`src/rtl/bcd_ctrl_pkg.sv`:
```
// Shared definitions for the serial binary-to-BCD conversion controller.
// Default operand width and digit count, plus the FSM state encodings.
package bcd_ctrl_pkg;

   localparam int DEF_DATA_W = 8;
   localparam int DEF_DIGITS = 3;

   typedef enum logic [2:0] {
      IDLE    = 3'd0,
      CLEAR   = 3'd1,
      SHIFT   = 3'd2,
      CAPTURE = 3'd3,
      HOLD    = 3'd4
   } state_t;

endpackage

```
`src/rtl/bcd_conv_ctrl.sv`:
```
// Sequences one operand through an external serial BCD converter and holds the captured result.
// Latency DATA_W+2 edges accept->out_valid_o; result held until out_ready_i, no input queuing.
module bcd_conv_ctrl
   import bcd_ctrl_pkg::*;
#(
   parameter int DATA_W = DEF_DATA_W,
   parameter int DIGITS = DEF_DIGITS
) (
   input  logic                  clk_i,
   input  logic                  rst_i,
   input  logic [DATA_W-1:0]     in_data_i,
   input  logic                  in_valid_i,
   output logic                  in_ready_o,
   output logic                  conv_clr_o,
   output logic                  conv_shift_o,
   output logic                  conv_bit_o,
   input  logic [4*DIGITS-1:0]   conv_bcd_i,
   output logic [4*DIGITS-1:0]   out_bcd_o,
   output logic                  out_valid_o,
   input  logic                  out_ready_i,
   output logic                  busy_o,
   output logic [15:0]           conv_cnt_o
);

   localparam int               CNT_W    = (DATA_W > 1) ? $clog2(DATA_W) : 1;
   localparam logic [CNT_W-1:0] LAST_BIT = CNT_W'(DATA_W - 1);

   state_t              state_q;
   state_t              state_d;
   logic [DATA_W-1:0]   shreg_q;
   logic [CNT_W-1:0]    bit_cnt_q;
   logic                accept;

   assign accept = in_valid_i & in_ready_o;

   always_ff @(posedge clk_i or posedge rst_i) begin
      if (rst_i) begin
         state_q <= IDLE;
      end else begin
         state_q <= state_d;
      end
   end

   always_comb begin
      state_d = state_q;
      case (state_q)
         IDLE:    if (in_valid_i) state_d = CLEAR;
         CLEAR:   state_d = SHIFT;
         SHIFT:   if (bit_cnt_q == LAST_BIT) state_d = CAPTURE;
         CAPTURE: state_d = HOLD;
         HOLD:    if (out_ready_i) state_d = IDLE;
         default: state_d = IDLE;
      endcase
   end

   always_comb begin
      in_ready_o   = (state_q == IDLE);
      busy_o       = (state_q != IDLE);
      conv_clr_o   = (state_q == CLEAR);
      conv_shift_o = (state_q == SHIFT);
      // Gated so the converter never sees a stale MSB outside SHIFT.
      conv_bit_o   = (state_q == SHIFT) ? shreg_q[DATA_W-1] : 1'b0;
   end

   always_ff @(posedge clk_i or posedge rst_i) begin
      if (rst_i) begin
         shreg_q   <= '0;
         bit_cnt_q <= '0;
      end else begin
         if (accept) begin
            shreg_q <= in_data_i;
         end else if (state_q == SHIFT) begin
            shreg_q <= {shreg_q[DATA_W-2:0], 1'b0};
         end
         if (state_q == SHIFT && bit_cnt_q != LAST_BIT) begin
            bit_cnt_q <= bit_cnt_q + 1'b1;
         end else begin
            bit_cnt_q <= '0;
         end
      end
   end

   always_ff @(posedge clk_i or posedge rst_i) begin
      if (rst_i) begin
         out_bcd_o   <= '0;
         out_valid_o <= 1'b0;
         conv_cnt_o  <= '0;
      end else if (state_q == CAPTURE) begin
         out_bcd_o   <= conv_bcd_i;
         out_valid_o <= 1'b1;
         conv_cnt_o  <= conv_cnt_o + 16'd1;
      end else if (state_q == HOLD && out_ready_i) begin
         out_valid_o <= 1'b0;
      end
   end

endmodule

```
`config.mk`:
```
export PLATFORM = sky130hd
export DESIGN_NAME = bcd_conv_ctrl
export DESIGN_NICKNAME = d
export VERILOG_FILES = /design/src/rtl/bcd_ctrl_pkg.sv /design/src/rtl/bcd_conv_ctrl.sv
export SDC_FILE = /design/constraint.sdc
export NUM_CORES = 1
export LEC_CHECK = 0
export CAP_MARGIN = 20
export CORE_UTILIZATION = 60
export DETAILED_ROUTE_END_ITERATION = 7
export DONT_BUFFER_PORTS = 1
export PLACE_DENSITY = 0.76
export SLEW_MARGIN = 5
export SYNTH_ARGS = -nofsm -noshare
export SYNTH_HDL_FRONTEND = slang
export SYNTH_SLANG_ARGS = --single-unit
```
`constraint.sdc`:
```
create_clock -name clk_i -period 1.85 [get_ports clk_i]
set_input_delay 0.37 -clock clk_i [delete_from_list [all_inputs] [get_ports clk_i]]
set_output_delay 0.37 -clock clk_i [all_outputs]
set_load 0.01 [all_outputs]
```
==> reports/qor_table.md, run 1 <==
| Stage | Result | Reported |
|:---|:---|:---|
| status | Status | finished, violations left |
| status | Violated checks | DRC |
| critical path | Critical path origin | state_q[0] |
| pwr | Maximum VDD drop | 0.947 mV |
| critical path | Endpoint of the most critical register-to-register path | shreg_q[2] |
| synthesis | Mapped Cells | 175 |
| cells and area | Share of layout cells above drive strength 1 | 0.151 |
| synthesis | Sequential element share of the synthesized area | 0.578 |
| floorplanning | Initial cell density of the core | 0.653 |
| cells and area | Combined flip-flop and latch cell area | 1080 um^2 |
| critical path | Crit path depth | 3 |
| global route | Total GRT Usage | 0.204 |
| critical path | Crit-path max cell delay | 0.43 ns |
| clock network | Clock transition at the registers of the reported paths | 0.12 ns |
| critical path | Startpoint types | flip-flop |
| critical path | Buffers & Inverters on Critical Path | 1 |
| global route | Global-route wire length before repair | 5.06 mm |
| clock network | Clock buffers created by TritonCTS | 5 |
| clock network | Worst-Skew Late Latency | 0.34 ns |
| timing | Worst Tran Pin Value | 0.511 ns |
| pwr | Final total power | 2.96 mW |
| pwr | Static leakage power | 1.04 nW |
| floorplanning | Number of cell rows | 19 |
| cells and area | Fill cell instance count of the final layout | 221 |
| routing | Vias | 1248 |
| synthesis | Synth Area per Inst | 10.6 um^2 |
| global route | Pin count of the biggest net entering global routing | 44 |
| critical path | Termination of the worst setup path | conv_bit_o |
| synthesis | Net Count, Synth | 202 |
| timing | Peak clock frequency supported by timing | 557 MHz |
| clock network | Clock tree root driver cell | sky130_fd_sc_hd__clkbuf_4 |
| routing | Number of design-rule violations left by the first detailed-router iteration | 43 |
| routing | Total wirelength of the detailed-routed design | 3.21 mm |
| timing | Min Clock Period, post-route | 1.79 ns |
| synthesis | Synthesis-stage register bit count | 43 |
| pwr | Pwr Density | 1490 nW/um^2 |
| cells and area | Ant. Diodes | 0 |
| clock network | Maximum level of the CTS H-tree | 2 |
| global route | Initial antenna violation count | 0 |
| critical path | Data required, critical path | 1.48 ns |
| global route | Congestion Overflow GR | 0 |
| floorplanning | Height of the die | 57.7 um |
| synthesis | Number of distinct library cells after synthesis | 31 |
| critical path | Worst Reg-to-Reg Cells | 5 |
| synthesis | Top cells by area, synth | sky130_fd_sc_hd__dfrtp_1 (58%), sky130_fd_sc_hd__nand2_1 (9.7%), sky130_fd_sc_hd__xnor2_1 (5.2%), sky130_fd_sc_hd__a22o_1 (3.3%), sky130_fd_sc_hd__a21o_1 (2.8%) |
| clock network | Clock tree from TritonCTS | yes |
| timing | Hold Violations, Final | 0 |
| floorplanning | Number of top-level pins | 58 |
| routing | Drt drc | 2 |
| placed design | Count of buffers from port buffering | 0 |
| timing | Max Transition Viols Final | 0 |
| critical path | WP data arrival | 1.42 ns |
| timing | Setup repair after global routing missed its margin | false |
| floorplanning | Die Span X | 57.7 um |
| synthesis | Yosys top cell by area | sky130_fd_sc_hd__dfrtp_1 |
| global route | Via count of the first global-routing pass | 1181 |
| clock network | Sink Count | 43 |
| synthesis | Netlist Area Pre-Place | 1860 um^2 |
| critical path | Crit-path leading delay family | simple AND/OR/NAND/NOR gates |
| placed design | Final Wtd Congestion | 0.764 |
| critical path | Master of the slowest instance on the critical path | sky130_fd_sc_hd__or3b_4 |
| critical path | Critical Path, Cell by Cell | or3b_4 > inv_2 > and2_4 |
| timing | Worst Clk Skew | 0.0105 ns |
| routing | Post-DR vias/cell | 5.75 |
| timing | Total Negative Setup Slacks | 0 ns |
| cells and area | Layout-stage area growth over the synthesis result | 6.99% |
| cells and area | Area of the multi-input gates | 733 um^2 |
| critical path | Worst setup EP type | output pin |
| timing | Final setup viols | 0 |
| hold path | Class of the tightest hold or removal check | input pin to asynchronous set/reset pin |
| synthesis | Count of warnings emitted by yosys | 0 |
| routing | Count of TritonRoute iterations in the first routing pass | 6 |
| timing | Headroom to the max-slew limit | 0.657 |
| cells and area | Total Nets Final | 212 |
| floorplanning | Standard cell core area | 2850 um^2 |
| clock network | Maximum clock path buffer count | 2 |
| critical path | Worst-path maximum fanout | 5 |
| critical path | Crit path kind | flip-flop to output pin |
| routing | Remaining number of nets flagged by the antenna check after routing | 0 |
| placed design | Half-perimeter wire length of the detailed placement result | 2.31 mm |
| critical path | FF-to-FF Start | state_q[1] |
| routing | Average wire length per cell after detail routing | 14.8 um |
| timing | Portion of the clock cycle consumed by the worst path in the final layout | 0.970 |
| synthesis | Area share of the leading cell type in the synthesized netlist | 0.578 |
| critical path | Flop-to-flop setup slack | 0.17 ns |
| flow run | Number of max-cap violations | 0 |
| floorplanning | Die footprint | 3330 um^2 |
==> Yosys cell counts <==
cell / instances
sky130_fd_sc_hd__nand4_1: 3
sky130_fd_sc_hd__dfrtp_1: 43
sky130_fd_sc_hd__a21oi_1: 2
sky130_fd_sc_hd__buf_4: 2
sky130_fd_sc_hd__clkbuf_1: 2
sky130_fd_sc_hd__nor3_1: 3
sky130_fd_sc_hd__buf_2: 1
sky130_fd_sc_hd__or3b_1: 1
sky130_fd_sc_hd__nand3b_1: 1
sky130_fd_sc_hd__a21o_1: 7
sky130_fd_sc_hd__nor2_2: 3
sky130_fd_sc_hd__nor2_1: 7
sky130_fd_sc_hd__o21ai_0: 1
sky130_fd_sc_hd__and4_1: 1
sky130_fd_sc_hd__and2_1: 2
sky130_fd_sc_hd__nand3b_4: 1
sky130_fd_sc_hd__or4_4: 1
sky130_fd_sc_hd__a22o_1: 7
sky130_fd_sc_hd__mux2i_1: 1
sky130_fd_sc_hd__nand3_1: 6
sky130_fd_sc_hd__buf_6: 1
sky130_fd_sc_hd__clkinv_1: 1
sky130_fd_sc_hd__nand2_1: 48
sky130_fd_sc_hd__ha_1: 3
sky130_fd_sc_hd__and3_1: 2
sky130_fd_sc_hd__xnor2_1: 11
sky130_fd_sc_hd__inv_1: 4
sky130_fd_sc_hd__nor3b_1: 3
sky130_fd_sc_hd__xor2_1: 5
sky130_fd_sc_hd__nor4_2: 1
sky130_fd_sc_hd__or2_2: 1
==> sequential cells by signal, summed over array words and instances, names as in the netlist <==
register / count
out_valid_o: 1
conv_cnt_o: 16
bit_cnt_q: 3
shreg_q: 8
out_bcd_o: 12
state_q: 3
==> per-layer routing <==
layer / global-route usage / up-vias / share of wire
li1: - / 601 / -
met1: 0.239 / 602 / 0.43
met2: 0.342 / 41 / 0.50
met3: 0.0692 / 4 / 0.064
met4: 0.0918 / 0 / 0.0097
met5: 0 / - / 0
==> worst min-delay path by stage <==
stage / start / end / slack, ns / cells after the start
after floorplan: bit_cnt_q[0] / bit_cnt_q[0] / 0.41 / 1
after global placement: rst_i / conv_cnt_o[15] / 0.42 / 2
after detailed placement: rst_i / shreg_q[6] / 0.42 / 2
after CTS: rst_i / conv_cnt_o[3] / 0.04 / 2
after global routing: rst_i / shreg_q[7] / 0.06 / 2
final: rst_i / shreg_q[7] / 0.03 / 2
==> placed cells by master, fill, tap and decap left out, types with 4 or more instances in the layout <==
cell type	n
sky130_fd_sc_hd__a21o_1	7
sky130_fd_sc_hd__a22o_1	7
sky130_fd_sc_hd__buf_4	8
sky130_fd_sc_hd__clkbuf_4	5
sky130_fd_sc_hd__dfrtp_1	40
sky130_fd_sc_hd__inv_1	4
sky130_fd_sc_hd__nand2_1	48
sky130_fd_sc_hd__nand3_1	6
sky130_fd_sc_hd__nor2_1	7
sky130_fd_sc_hd__xnor2_1	11
sky130_fd_sc_hd__xor2_1	5
==> stage by stage <==
step | instance area (um^2) | std cells | utilization | hold WS [ns] | setup WS (ns)
after floorplan | 1860 | 175 | - | 0.415 | 0.191
after global placement | 1910 | 206 | 0.668 | 0.417 | 0.241
after detailed placement | 1910 | 206 | 0.668 | 0.422 | 0.197
after CTS | 1990 | 217 | 0.696 | 0.0416 | 0.0174
after global routing | 1990 | 217 | 0.698 | 0.0560 | 0.00337
final | 1990 | 217 | 0.698 | 0.0296 | 0.0557
==> cells by family (layout without fill, tap and decap cells) <==
group / count (synthesis) / in the layout / synth area share
fa+ha+maj: 3 / 3 / 0.0202
xor+xnor: 16 / 16 / 0.0753
simple gates: 84 / 84 / 0.221
buf+inv: 11 / 22 / 0.0309
compound gates: 17 / 17 / 0.0692
flops: 43 / 43 / 0.578
mux: 1 / 1 / 0.00538
==> area by class of cell <==
cell class	count	area share
clock buffers	7	0.0226
clock inverters	1	0.00251
inverters	5	0.00942
multi-input cells	121	0.368
flip-flops and latches	43	0.542
well taps	31	0.0195
repair buffers	9	0.0358
==> what timing repair did <==
| item | CTS | global route |
|---|---|---|
| pin swaps | 0 | 1 |
| setup endpoints to repair | 2 | 2 |
| buffers inserted | 3 | 0 |
| resized for setup | 4 | 3 |
| hold buffers | 0 | 0 |
==> power by group <==
part	internal, mW	total [mW]	switching (mW)
clock network	0.148	0.416	0.268
registers	1.26	1.58	0.319
logic	0.451	0.968	0.517
Note: power is estimated with default switching activity, not from simulation.
==> run 2, diff against run 1 <==
--- a/config.mk
+++ b/config.mk
@@ -6,6 +6,8 @@
 export NUM_CORES = 1
 export LEC_CHECK = 0
 export CAP_MARGIN = 20
+export CORE_ASPECT_RATIO = 1.25
+export CORE_MARGIN = 1
 export CORE_UTILIZATION = 60
 export DETAILED_ROUTE_END_ITERATION = 7
 export DONT_BUFFER_PORTS = 1
==> run 2 against run 1 <==
The flow now finishes without violations. Critical path depth did not move. Clock power is 20% higher. Wire length up 3.2%. Non-clock buffer count up 4. Combinational power up 11%. Cell count up 4.1%. Utilization fell by 0.11 points. Sequential share of layout area shrank 1.7 points. Sequential power is essentially flat. Final area rose by 3.1%. Largest cell class unchanged. Highest routed layer unchanged.
==> reports/qor_table.md, run 2 (synthesized netlist as in run 1, its figures left out) <==
| Stage | Result | Reported |
|:---|:---|:---|
| status | Status | finished clean |
| timing | Hold Violations, Final | 0 |
| floorplanning | Number of top-level pins | 58 |
| cells and area | Number of flip-flops under the largest register name | 16 |
| global route | Initial antenna violation count | 0 |
| placed design | Count of buffers from port buffering | 0 |
| timing | Max Transition Viols Final | 0 |
| routing | Average wire length per cell after detail routing | 14.7 um |
| timing | Total Negative Setup Slacks | 0 ns |
| floorplanning | Die footprint | 3330 um^2 |
| clock network | Clock buffers created by TritonCTS | 5 |
| timing | Worst Setup Slack, final | 0.0106 ns |
| clock network | Number of buffers inserted for hold repair after clock tree synthesis | 0 |
| floorplanning | Initial cell density of the core | 0.632 |
| routing | Vias | 1245 |
| cells and area | Layout-stage area growth over the synthesis result | 10.3% |
| timing | Portion of the clock cycle consumed by the worst path in the final layout | 0.994 |
| clock network | Worst-Skew Late Latency | 0.35 ns |
| critical path | Endpoint of the most critical register-to-register path | conv_cnt_o[12] |
| cells and area | Register with the most flip-flops | conv_cnt_o |
| critical path | Flop-to-flop setup slack | 0.20 ns |
| hold path | Class of the tightest hold or removal check | input pin to asynchronous set/reset pin |
| critical path | Crit path kind | flip-flop to output pin |
| critical path | Data required, critical path | 1.48 ns |
| routing | Remaining number of nets flagged by the antenna check after routing | 0 |
| timing | Worst Clk Skew | 0.0105 ns |
| cells and area | Leading cell types in the layout, fill and taps excluded | sky130_fd_sc_hd__nand2_1 (48), sky130_fd_sc_hd__dfrtp_1 (42), sky130_fd_sc_hd__buf_4 (12), sky130_fd_sc_hd__xnor2_1 (11) |
| global route | Pin count of the biggest net entering global routing | 44 |
| routing | Total wirelength of the detailed-routed design | 3.31 mm |
| pwr | Pwr Density | 1540 nW/um^2 |
| floorplanning | Standard cell core area | 2950 um^2 |
| clock network | Maximum clock path buffer count | 2 |
| global route | Via count of the first global-routing pass | 1224 |
| cells and area | Post-route standard cell area excluding fillers | 2050 um^2 |
| global route | Global-route wire length before repair | 5.40 mm |
| timing | Final setup viols | 0 |
| clock network | Maximum level of the CTS H-tree | 2 |
| routing | Number of design-rule violations left by the first detailed-router iteration | 17 |
| placed design | Dpl cell area | 1930 um^2 |
| timing | Headroom to the max-slew limit | 0.656 |
| critical path | Startpoint types | flip-flop |
| pwr | Static leakage power | 1.06 nW |
| global route | Total GRT Usage | 0.227 |
| timing | Worst Tran Pin Value | 0.516 ns |
| placed design | Half-perimeter wire length of the detailed placement result | 2.33 mm |
| clock network | Clock tree root driver cell | sky130_fd_sc_hd__clkbuf_4 |
| pwr | Maximum VDD drop | 1.09 mV |
| critical path | WP data arrival | 1.47 ns |
| routing | Drt drc | 0 |
| clock network | Sink Count | 43 |
| cells and area | Final Instance Count excl. Fillers | 226 |
| cells and area | Core utilization of the finished layout | 0.697 |
| critical path | Worst setup EP type | output pin |
| placed design | Setup slack at placement | 0.191 ns |
| critical path | Worst-path maximum fanout | 4 |
| critical path | Worst Reg-to-Reg Cells | 5 |
| routing | Count of TritonRoute iterations in the first routing pass | 4 |
| clock network | Clock tree from TritonCTS | yes |
| timing | Peak clock frequency supported by timing | 544 MHz |
| routing | Post-DR vias/cell | 5.51 |
| placed design | Placed cells | 213 |
| global route | Congestion Overflow GR | 0 |
| flow run | Number of max-cap violations | 0 |
| cells and area | Largest registers | conv_cnt_o (16), out_bcd_o (12), shreg_q (8) |
| cells and area | Share of layout cells above drive strength 1 | 0.168 |
| critical path | FF-to-FF Start | state_q[2] |
| clock network | Clock transition at the registers of the reported paths | 0.12 ns |
| floorplanning | Height of the die | 64.3 um |
| cells and area | Most common cell after layout, fill and taps aside | sky130_fd_sc_hd__nand2_1 |
| placed design | Final Wtd Congestion | 0.730 |
| floorplanning | Die Span X | 51.8 um |
| timing | Setup repair after global routing missed its margin | true |
| timing | Min Clock Period, post-route | 1.84 ns |
| cells and area | Total Nets Final | 216 |
| cells and area | Ant. Diodes | 0 |
| floorplanning | Number of cell rows | 22 |
## run 2: area by class of cell
type                       instances  area, um^2
fill                             234         892
clock buffer                       8        68.8
tap                               36        45.0
multi-input combinational        121         738
sequential                        43        1080
inverter                           5        22.5
timing repair buffer              13         101
## run 2: per-layer routing
layer / global-route usage / part of all wire / routed length [um]
met5: 0 / 0 / 0
met2: 0.357 / 0.51 / 1680
met3: 0.0976 / 0.072 / 239
met4: 0.128 / 0.026 / 87
met1: 0.250 / 0.39 / 1310
## run 2: critical path, cell delays in order (launching register included)
cell and delay, ns:
sky130_fd_sc_hd__dfrtp_1 0.42, sky130_fd_sc_hd__or3b_4 0.44, sky130_fd_sc_hd__clkinvlp_4 0.12, sky130_fd_sc_hd__and2_4 0.15
## run 2: worst max path at each step
stage,endpoint,startpoint,slack (ns),cells past startpoint
2_1_floorplan,conv_bit_o,state_q[0],0.19,4
3_3_place_gp,shreg_q[4],state_q[2],0.25,5
3_5_place_dp,shreg_q[4],state_q[2],0.19,5
4_1_cts,conv_shift_o,state_q[2],-0.005,3
5_1_grt,conv_bit_o,state_q[0],-0.06,3
6_report,conv_bit_o,state_q[0],0.01,3
## run 2: timing repair
| action | in CTS | in global routing |
|---|---|---|
| endpoints found under the setup margin | 2 | 3 |
| cloned | 0 | 0 |
| gates resized for setup | 3 | 3 |
| setup buffers | 2 | 3 |
| pin swaps | 0 | 2 |
## run 2: power by group
group	internal, mW	switching, mW
sequential	1.26	0.329
combinational	0.519	0.550
clock	0.224	0.275
total	2.00	1.16
## run 2: per-stage QoR
| step | hold WS (ns) | power, mW |
|---|---|---|
| finish | 0.0131 | 3.15 |
| global route | 0.0316 | 3.40 |
| CTS | 0.0175 | 3.10 |
| detailed placement | 0.417 | 2.54 |
| global placement | 0.404 | 2.48 |
| floorplan | 0.415 | 2.29 |
